===== src/rtl/uart_interface_pkg.sv =====
// Shared definitions for the memory-mapped UART: status bit positions,
// TX/RX state encodings, the reset divisor and a timing helper.
package uart_interface_pkg;

  // Reset bit-period divisor: bit period = divisor + 1 clocks (6.25 MHz -> 115200 baud)
  localparam int unsigned UART_DEFAULT_DIVISOR = 53;

  // Status register bit positions
  localparam int ST_RX_READY     = 0;
  localparam int ST_TX_FULL      = 1;
  localparam int ST_TX_BUSY      = 2;
  localparam int ST_RX_OVERRUN   = 3;
  localparam int ST_FRAMING_ERR  = 4;
  localparam int ST_RX_COUNT_LSB = 8;

  typedef enum logic [1:0] {TX_IDLE, TX_START, TX_DATA, TX_STOP} tx_state_t;
  typedef enum logic [1:0] {RX_IDLE, RX_START, RX_DATA, RX_STOP} rx_state_t;

  // Delay from the detected start edge to the start-bit sample point
  function automatic logic [15:0] half_period(input logic [15:0] div);
    return div >> 1;
  endfunction

endpackage


===== src/rtl/uart_rx_fifo.sv =====
// Byte FIFO buffering received UART characters. DEPTH must be a power of two.
// A push while full is accepted only when a pop happens in the same cycle.
module uart_rx_fifo #(
  parameter int unsigned DEPTH = 8,
  localparam int unsigned AW = $clog2(DEPTH)
) (
  input  logic          clock,
  input  logic          n_reset,
  input  logic          push,
  input  logic          pop,
  input  logic [7:0]    push_data,
  output logic [7:0]    pop_data,
  output logic          full,
  output logic          empty,
  output logic [AW:0]   count
);

  logic [7:0]    mem [DEPTH];
  logic [AW-1:0] wr_ptr;
  logic [AW-1:0] rd_ptr;
  logic          do_push;
  logic          do_pop;

  assign full     = (count == (AW+1)'(DEPTH));
  assign empty    = (count == '0);
  assign do_pop   = pop && !empty;
  assign do_push  = push && (!full || do_pop);
  assign pop_data = mem[rd_ptr];

  // Pointer and occupancy bookkeeping
  always_ff @(posedge clock or negedge n_reset) begin
    if (!n_reset) begin
      wr_ptr <= '0;
      rd_ptr <= '0;
      count  <= '0;
    end else begin
      if (do_push) wr_ptr <= wr_ptr + 1'b1;
      if (do_pop)  rd_ptr <= rd_ptr + 1'b1;
      if (do_push && !do_pop)      count <= count + 1'b1;
      else if (do_pop && !do_push) count <= count - 1'b1;
    end
  end

  // Storage array; contents need no reset because occupancy gates every read
  always_ff @(posedge clock) begin
    if (do_push) mem[wr_ptr] <= push_data;
  end

endmodule


===== src/rtl/uart_interface.sv =====
// Memory-mapped 8N1 UART with a programmable bit-period divisor.
// Build option: define UART_RX_FIFO_EN for an RX_FIFO_DEPTH-entry receive FIFO;
// otherwise a single receive holding register is used.
module uart_interface
  import uart_interface_pkg::*;
#(
  parameter int unsigned DEFAULT_DIVISOR = UART_DEFAULT_DIVISOR,
  parameter int unsigned RX_FIFO_DEPTH   = 8
) (
  input  logic        clock,
  input  logic        n_reset,
  input  logic        read,
  input  logic        write,
  input  logic        data_cs,
  input  logic        status_cs,
  input  logic        divisor_cs,
  input  logic [31:0] data_in,
  output logic [31:0] data_out,
  output logic        data_out_valid,
  output logic        tx,
  input  logic        rx
);

  if (RX_FIFO_DEPTH < 2 || (RX_FIFO_DEPTH & (RX_FIFO_DEPTH - 1)) != 0) begin : g_depth_check
    $error("RX_FIFO_DEPTH must be a power of two of at least 2");
  end

  function automatic logic [3:0] sat_count4(input int unsigned n);
    return (n > 15) ? 4'd15 : n[3:0];
  endfunction

  logic [15:0] divisor;
  tx_state_t   tx_state;
  logic [15:0] tx_cnt;
  logic [2:0]  tx_bit;
  logic [7:0]  tx_hold;
  logic [7:0]  tx_shift;
  logic        tx_full;
  logic        tx_tick, tx_load;
  logic        rx_s1, rx_s2, rx_s3;
  rx_state_t   rx_state;
  logic [15:0] rx_cnt;
  logic [2:0]  rx_bit;
  logic [7:0]  rx_shift;
  logic        rx_tick, rx_stop_tick, rx_fall;
  logic        rx_overrun, framing_err;
  logic        push, pop, rx_empty, rx_full;
  logic [7:0]  rx_head;
  logic [3:0]  rx_count;
  logic [31:0] status_word;
  logic        wr_data, rd_status;
  logic        unused_bits;

  assign unused_bits    = &{1'b0, data_in[31:16]};
  assign wr_data        = write && data_cs;
  assign rd_status      = read && status_cs;
  assign pop            = read && data_cs && !rx_empty;
  assign data_out_valid = read && (data_cs || status_cs || divisor_cs);

  assign tx_tick      = (tx_cnt == 16'd0);
  assign tx_load      = tx_full && ((tx_state == TX_IDLE) || (tx_state == TX_STOP && tx_tick));
  assign rx_tick      = (rx_cnt == 16'd0);
  assign rx_fall      = rx_s3 && !rx_s2;
  assign rx_stop_tick = (rx_state == RX_STOP) && rx_tick;
  assign push         = rx_stop_tick && rx_s2;

  // Status word assembly
  always_comb begin
    status_word = '0;
    status_word[ST_RX_READY]    = !rx_empty;
    status_word[ST_TX_FULL]     = tx_full;
    status_word[ST_TX_BUSY]     = (tx_state != TX_IDLE);
    status_word[ST_RX_OVERRUN]  = rx_overrun;
    status_word[ST_FRAMING_ERR] = framing_err;
    status_word[ST_RX_COUNT_LSB +: 4] = rx_count;
  end

  // Read mux; zero whenever no register is being read
  always_comb begin
    data_out = '0;
    if (read) begin
      if (data_cs)         data_out = {24'h0, rx_empty ? 8'h00 : rx_head};
      else if (status_cs)  data_out = status_word;
      else if (divisor_cs) data_out = {16'h0, divisor};
    end
  end

  // Divisor register; counters pick up a new value at their next reload
  always_ff @(posedge clock or negedge n_reset) begin
    if (!n_reset)                divisor <= DEFAULT_DIVISOR[15:0];
    else if (write && divisor_cs) divisor <= data_in[15:0];
  end

  // TX holding register and shifter data
  always_ff @(posedge clock) begin
    if (wr_data && !tx_full) tx_hold <= data_in[7:0];
    if (tx_load) tx_shift <= tx_hold;
    else if (tx_state == TX_DATA && tx_tick) tx_shift <= tx_shift >> 1;
  end

  // TX FSM; STOP chains straight into START when another byte is waiting
  always_ff @(posedge clock or negedge n_reset) begin
    if (!n_reset) begin
      tx_state <= TX_IDLE;
      tx_cnt   <= '0;
      tx_bit   <= '0;
      tx_full  <= 1'b0;
      tx       <= 1'b1;
    end else begin
      if (tx_load)      tx_full <= 1'b0;
      else if (wr_data) tx_full <= 1'b1;
      case (tx_state)
        TX_IDLE: if (tx_full) begin
          tx_state <= TX_START;
          tx_cnt   <= divisor;
          tx       <= 1'b0;
        end
        TX_START: if (tx_tick) begin
          tx_state <= TX_DATA;
          tx_cnt   <= divisor;
          tx_bit   <= '0;
          tx       <= tx_shift[0];
        end else tx_cnt <= tx_cnt - 16'd1;
        TX_DATA: if (tx_tick) begin
          tx_cnt <= divisor;
          if (tx_bit == 3'd7) begin
            tx_state <= TX_STOP;
            tx       <= 1'b1;
          end else begin
            tx_bit <= tx_bit + 3'd1;
            tx     <= tx_shift[1];
          end
        end else tx_cnt <= tx_cnt - 16'd1;
        TX_STOP: if (tx_tick) begin
          if (tx_full) begin
            tx_state <= TX_START;
            tx_cnt   <= divisor;
            tx       <= 1'b0;
          end else tx_state <= TX_IDLE;
        end else tx_cnt <= tx_cnt - 16'd1;
        default: tx_state <= TX_IDLE;
      endcase
    end
  end

  // Two-flop synchroniser plus one delay stage for falling-edge detection
  always_ff @(posedge clock or negedge n_reset) begin
    if (!n_reset) begin
      rx_s1 <= 1'b1;
      rx_s2 <= 1'b1;
      rx_s3 <= 1'b1;
    end else begin
      rx_s1 <= rx;
      rx_s2 <= rx_s1;
      rx_s3 <= rx_s2;
    end
  end

  // RX data shifter, LSB arrives first
  always_ff @(posedge clock) begin
    if (rx_state == RX_DATA && rx_tick) rx_shift <= {rx_s2, rx_shift[7:1]};
  end

  // RX FSM; a start bit that is high again at mid-bit is treated as a glitch
  always_ff @(posedge clock or negedge n_reset) begin
    if (!n_reset) begin
      rx_state <= RX_IDLE;
      rx_cnt   <= '0;
      rx_bit   <= '0;
    end else begin
      case (rx_state)
        RX_IDLE: if (rx_fall) begin
          rx_state <= RX_START;
          rx_cnt   <= half_period(divisor);
        end
        RX_START: if (rx_tick) begin
          rx_state <= rx_s2 ? RX_IDLE : RX_DATA;
          rx_cnt   <= divisor;
          rx_bit   <= '0;
        end else rx_cnt <= rx_cnt - 16'd1;
        RX_DATA: if (rx_tick) begin
          rx_cnt <= divisor;
          if (rx_bit == 3'd7) rx_state <= RX_STOP;
          else                rx_bit   <= rx_bit + 3'd1;
        end else rx_cnt <= rx_cnt - 16'd1;
        RX_STOP: if (rx_tick) rx_state <= RX_IDLE;
                 else         rx_cnt   <= rx_cnt - 16'd1;
        default: rx_state <= RX_IDLE;
      endcase
    end
  end

  // Sticky error flags; a new event wins over a clearing status read
  always_ff @(posedge clock or negedge n_reset) begin
    if (!n_reset) begin
      rx_overrun  <= 1'b0;
      framing_err <= 1'b0;
    end else begin
      if (push && rx_full && !pop) rx_overrun <= 1'b1;
      else if (rd_status)          rx_overrun <= 1'b0;
      if (rx_stop_tick && !rx_s2)  framing_err <= 1'b1;
      else if (rd_status)          framing_err <= 1'b0;
    end
  end

`ifdef UART_RX_FIFO_EN
  logic [$clog2(RX_FIFO_DEPTH):0] fifo_count;

  uart_rx_fifo #(.DEPTH(RX_FIFO_DEPTH)) u_rx_fifo (
    .clock     (clock),
    .n_reset   (n_reset),
    .push      (push),
    .pop       (pop),
    .push_data (rx_shift),
    .pop_data  (rx_head),
    .full      (rx_full),
    .empty     (rx_empty),
    .count     (fifo_count)
  );

  assign rx_count = sat_count4(32'(fifo_count));
`else
  logic       rx_valid;
  logic [7:0] rx_hold;

  // Holding-register occupancy; simultaneous pop and push keeps it full
  always_ff @(posedge clock or negedge n_reset) begin
    if (!n_reset)  rx_valid <= 1'b0;
    else if (push) rx_valid <= 1'b1;
    else if (pop)  rx_valid <= 1'b0;
  end

  // Holding-register data; a push into a full, unread register is dropped
  always_ff @(posedge clock) begin
    if (push && (!rx_valid || pop)) rx_hold <= rx_shift;
  end

  assign rx_head  = rx_hold;
  assign rx_full  = rx_valid;
  assign rx_empty = !rx_valid;
  assign rx_count = sat_count4(32'(rx_valid));
`endif

endmodule


===== config.mk =====
export PLATFORM = sky130hd
export DESIGN_NAME = uart_interface
export DESIGN_NICKNAME = d
export VERILOG_FILES = /design/src/rtl/uart_interface_pkg.sv /design/src/rtl/uart_rx_fifo.sv /design/src/rtl/uart_interface.sv
export SDC_FILE = /design/constraint.sdc
export NUM_CORES = 1
export LEC_CHECK = 0
export CAP_MARGIN = 0
export CELL_PAD_IN_SITES_DETAIL_PLACEMENT = 2
export CELL_PAD_IN_SITES_GLOBAL_PLACEMENT = 2
export CORE_MARGIN = 3
export CORE_UTILIZATION = 36
export CTS_CLUSTER_DIAMETER = 50
export DETAILED_ROUTE_END_ITERATION = 12
export PLACE_DENSITY_LB_ADDON = 0.1
export REMOVE_ABC_BUFFERS = 1
export SETUP_SLACK_MARGIN = 0.2
export SLEW_MARGIN = 10
export SYNTH_ARGS = -nofsm -noshare
export SYNTH_HDL_FRONTEND = slang
export SYNTH_SLANG_ARGS = --single-unit
export TNS_END_PERCENT = 20

===== constraint.sdc =====
create_clock -name clock -period 3.13 [get_ports clock]
set_input_delay 0.313 -clock clock [delete_from_list [all_inputs] [get_ports clock]]
set_output_delay 0.313 -clock clock [all_outputs]
set_load 0.005 [all_outputs]

---- Word-level counts from Yosys, hierarchy flattened ----
Index checks and enable logic that the tools add are counted.
cells by class
  add/sub/neg operators ................... 4
  equal/unequal tests ..................... 21
  mux-type cells .......................... 50
  reductions and logical operators ........ 46
operators with widths
  kind                   count
  $mux 16                7
  $mux 32                3
  $pmux 16 s3            2
  $logic_not 16->1       2
  $sub 16x1->16 const B  2
  $mux 8                 3
  $mux 2                 11
  $ne 2x2->1 const B     11
  $logic_and 1x1->1      18
  $mux 3                 6
  $pmux 2 s4             2
  $reduce_bool 2->1      8
  $mux 1                 13
  $pmux 3 s2             2
  $reduce_and 5->1       2
  $eq 2x2->1 const B     4
  $reduce_and 4->1       2
  $add 3x1->3 const B    2
  $eq 3x3->1 const B     2
  $eq 2x1->1 const B     2
  $logic_not 1->1        4
  $logic_not 2->1        2
  $logic_or 1x1->1       4
  $ne 2x1->1 const B     2
  4 further kinds        5
word-level totals
  flip-flop bits (word level) ............. 98
  input bits .............................. 40
  output and inout bits ................... 34
  logic and storage cells ................. 140

---- Longest topological paths before layout ----
Gate-level depths: netlist (run 1).
  depth after elaboration ................. 6
  gate-level depth with buffers ........... 9
  mapped depth without buffers ............ 7

---- Worst setup path after synthesis (run 1) ----
OpenSTA, ideal clock, no wires.
  path type ............................... register to register
  from .................................... reg tx_cnt[0]
  to ...................................... reg tx_cnt[7]
  library setup time ...................... 66 ps
  data arrival time ....................... 2097 ps
  data required time ...................... 3064 ps
  setup slack ............................. 966 ps
  stages on the path, launching flop included .. 10
  path buffers ............................ 2
  period minus slack after synthesis ...... 2164 ps
  path through ............................ dfrtp_1 -> inv_1 -> ha_1 -> nor3b_1 -> and4_1 -> buf_4 -> or3_2 -> buf_4 -> nor4_1 -> a221o_1
on the way
  cells in the longest elaborated chain, start to end .. 3
  elaborated cells between the ends (all ways) .. 5
  those cells by class .................... add/sub (1); mux (3); reduce/logical (1)
RTL lines
  what                                               line                                                                 RTL
  from (decl)                                        uart_interface.sv:34                                                 logic [15:0] tx_cnt;
  from (signal assigned)                             uart_interface.sv:115                                                tx_cnt <= divisor;
  from (signal assigned)                             uart_interface.sv:120                                                tx_cnt <= divisor;
  from (signal assigned)                             uart_interface.sv:123                                                end else tx_cnt <= tx_cnt - 16'd1;
  $sub 16x1->16 or $logic_not 16->1 (tied branches)  -
  $mux 16, on equally long branches                  uart_interface.sv:134, uart_interface.sv:118, uart_interface.sv:124
  $pmux 16 s3 (*)                                    uart_interface.sv:112                                                case (tx_state)
Mark *: on every way between the ends. The rest lies on a longest branch, timed or not.
A chain may end at the register's enable or synchronous reset.

---- Worst setup path in the final report (run 1) ----
  from .................................... in divisor_cs
  to ...................................... out data_out[12]
on the way
  cells in the longest elaborated chain, start to end .. 4
RTL lines
  what         line                  RTL
  from (decl)  uart_interface.sv:16  input logic divisor_cs,
  $mux 16      uart_interface.sv:84  else if (divisor_cs) data_out = {16'h0, divisor};
  $mux 32      uart_interface.sv:83  else if (status_cs) data_out = status_word;
  $mux 32      uart_interface.sv:82  if (data_cs) data_out = {24'h0, rx_empty ? 8'h00 : rx_head};
  $mux 32      uart_interface.sv:81  if (read) begin
  to (decl)    uart_interface.sv:18  output logic [31:0] data_out,
No other way between the ends.

==> out/results.tsv, run 1 <==
metric	value	unit
drt drc	0	
Max Fanout on Critical Path	7	
Slew HR	0.4158	
worst hold slack	-4.838	ps
die width	131.9	um
GP Congestion	0.8031	
Syn Std Cell Area	5702	um^2
Syn Inst Count	557	
CTS H-tree depth	3	
Area Overhead vs Synth	16.39	%
Total GRT Usage	0.2152	
async set-reset flop share out of synthesis	0.6735	
skew final	7.042	ps
min cycle time layout	2688	ps
compound-gate portion of the synthesized area	0.1799	
# fillers	1638	
vias per std cell	5.649	
Longest Clk Path Bufs	2	
Final Core Density	0.4317	
IO Count	74	
largest family of logic cells by synthesized area	compound AO/OA/AOI/OAI gates	
Synth Flop Type	dfrtp_1	
flops & latches, synth	98	
via count	4581	
fmax	372.0	MHz
RSZ-0062 raised after global routing	false	
Synth warnings	0	
CTS hold repair buffers	0	
Area after DPL	6300	um^2
GRT Residual Overflow	0	
largest net degree at the start of global routing	29	
Synth Area in Simple Gates	0.1749	
drt wl/cell	22.32	um
worst-path cell chain	clkdlybuf4s50_1 > nor2b_1 > nor2b_1 > buf_4 > and3_1 > clkdlybuf4s50_1	
# diodes	0	
Place WS	419.8	ps
die footprint	17380	um^2
Worst-Margin Slew	869.6	ps
antenna violations before repair	1	
sequential fraction of design power	0.338	
setup total negative slack	0	ps
Tcrit/Tclk final	0.8587	
post-synthesis sequential area ratio	0.4600	
Hold Fails Final Rpt	8	
CP endpoint kind	primary output	
CTS sink cnt	98	
Psw	2658	uW
nets	651	
WP data arrival	2370	ps
mux cell area share after synthesis	0.07329	
ANT nets after route	0	
drt initial violations	243	
Combinational Power Share	0.460	
area of the multi-input gates	2828	um^2
crit-path max cell delay	620	ps
Yosys cell types	71	
Critical-path top delay cell	clkdlybuf4s50_1	
Finished Cell Area	6636	um^2
Std-Cell Rows	45	
failing checks	negative hold slack	
Post-synth EDFFs	32	
postcts setup bufs	0	
Std-Cell Core Area	15370	um^2
CP Data Required Time	2820	ps
adder-cell share of the synthesized area	0.03511	
root buf cell	clkbuf_16	
Crit Path Class	in -> out	
synthesized area per cell	10.24	um^2
share of cells above drive strength 1	0.1467	
Power, Total	6211	uW
Clock Latency Late Sink	360	ps
CTS tree	yes	
Initial Util	0.3709	
Num CTS Buffers	9	
# setup viols final	0	
Max Cap Viol	0	
Synth area leader	dfrtp_1	
die height	131.9	um
crit path launch type	primary input	
fin worst setup slack	442.1	ps
FF+latch area	2623	um^2
Final Slew Violations	0	
drt first pass iters	4	
DP HPWL	13.15	mm
Switching Share	0.4279	
xor-xnor portion of the synthesized cell area	0.02151	
Clock power frac	0.203	
vias in the first global route	5060	
Total Wirelength	18.10	mm
PortBufs	41	
first-pass GRT wire length	29.63	mm
outcome	finished with violations	
worst vdd ir	0.4096	mV
worst min path class	in -> async	
Synth top area share	0.2546	
PwrDens	935.9	nW/um^2
clk slew on worst S/H paths	70	ps
top post-synthesis cells by area	dfrtp_1 25%, edfxtp_1 17%, mux2_2 5.9%, dfstp_2 3.7%, nand2_1 3.7%	
Leakage	0.002635	uW
Int Pwr	3553	uW
critical path: cells and delay by family:
| family | cells | cell delay (ps) |
|---|---|---|
| AND/OR/NAND/NOR | 3 | 710 |
| buffers and inverters | 3 | 1350 |
power by group through the flow:
stage	logic, uW	clock network (uW)	registers, uW
finish	2860	1260	2100
global route	3200	1340	2150
CTS	2880	1300	2090
detailed placement	2850	0	2120
global placement	2690	0	2090
floorplan	1980	0	1970
layout by cell type, fill, tap and decap left out, types with 16 or more instances in the layout:
cell              n
mux2_2           30
clkdlybuf4s50_1  40
dfrtp_1          58
ha_1             16
edfxtp_1         32
conb_1           16
o21ai_0          41
buf_4            16
nor2_1           30
nand2_1          56
inv_1            17
timing repair:
item,4_1_cts,5_1_grt
setup endpoints to repair,0,1
endpoints found under the hold margin,0,0
resized for setup,0,1
sequential cells by signal (all words and copies together), names as in the netlist, named ones only:
register,flops
rx_head,8
tx_hold,8
tx_shift,8
tx_state,2
rx_shift,8
tx_full,1
rx_s1,1
tx,1
rx_cnt,16
rx_s2,1
framing_err,1
rx_s3,1
tx_bit,3
divisor,16
rx_full,1
rx_state,1
tx_cnt,16
rx_bit,3
rx_overrun,1
cell families after synthesis:
group | after synthesis
buf+inv | 62
other cells | 1
simple gates | 185
xor+xnor | 14
compound gates | 143
mux | 38
flops | 98
fa+ha+maj | 16
final timing paths:
kind,from,endpoint,slack (ps),cells after the start
max,divisor_cs,data_out[12],440,6
min in group clock,rx_s1,rx_s2,360,0
max reg2reg,rx_cnt[0],rx_cnt[0],470,8
max in group asynchronous,n_reset,rx_s3,2280,2
min reg2reg,rx_s1,rx_s2,360,0
min,n_reset,divisor[15],-5,1
per-layer routing:
layer | GRT usage | routed length, um | vias to the layer above
met2 | 0.3937 | 9542 | 60
met5 | 0 | 0 | -
met4 | 0.05776 | 291 | 0
met3 | 0.03130 | 418 | 19
li1 | - | - | 2121
met1 | 0.2651 | 7847 | 2381
Yosys cell counts (8+ instances only):
master     n
edfxtp_1  32
a22o_1    11
a21oi_1   15
and2_1    11
buf_4     20
ha_1      16
and3_1     9
inv_1     17
o21ai_0   41
nor2_1    30
nand3_1    8
nand2_1   56
a221oi_1   8
mux2_2    30
xnor2_1   10
dfrtp_1   58
mux2i_1    8
clkbuf_1  20
nor3_1    13
dfstp_2    8
a221o_1   10
through the flow:
stage	hold WS, ps	cells
floorplan	17.41	527
global placement	348.5	795
detailed placement	347.5	795
CTS	7.418	811
global route	43.65	811
finish	-4.838	811
area by class of cell:
class	instances	share of cell area
multi-input combinational	412	0.4261
sequential	98	0.3952
timing repair buffer	57	0.07919
tap	211	0.03978
clock buffer	9	0.03394
clock inverter	7	0.01621
inverter	17	0.009615
Power figures use the tool's default switching activity.
==> inputs of run 2 (changes only) <==
--- a/config.mk
+++ b/config.mk
@@ -11,6 +11,7 @@
 export CORE_MARGIN = 3
 export CORE_UTILIZATION = 36
 export CTS_CLUSTER_DIAMETER = 50
+export CTS_CLUSTER_SIZE = 25
 export DETAILED_ROUTE_END_ITERATION = 12
 export PLACE_DENSITY_LB_ADDON = 0.1
 export REMOVE_ABC_BUFFERS = 1
==> results of run 2 <==
Final layout, timing and power as in run 1 (identical DEF).
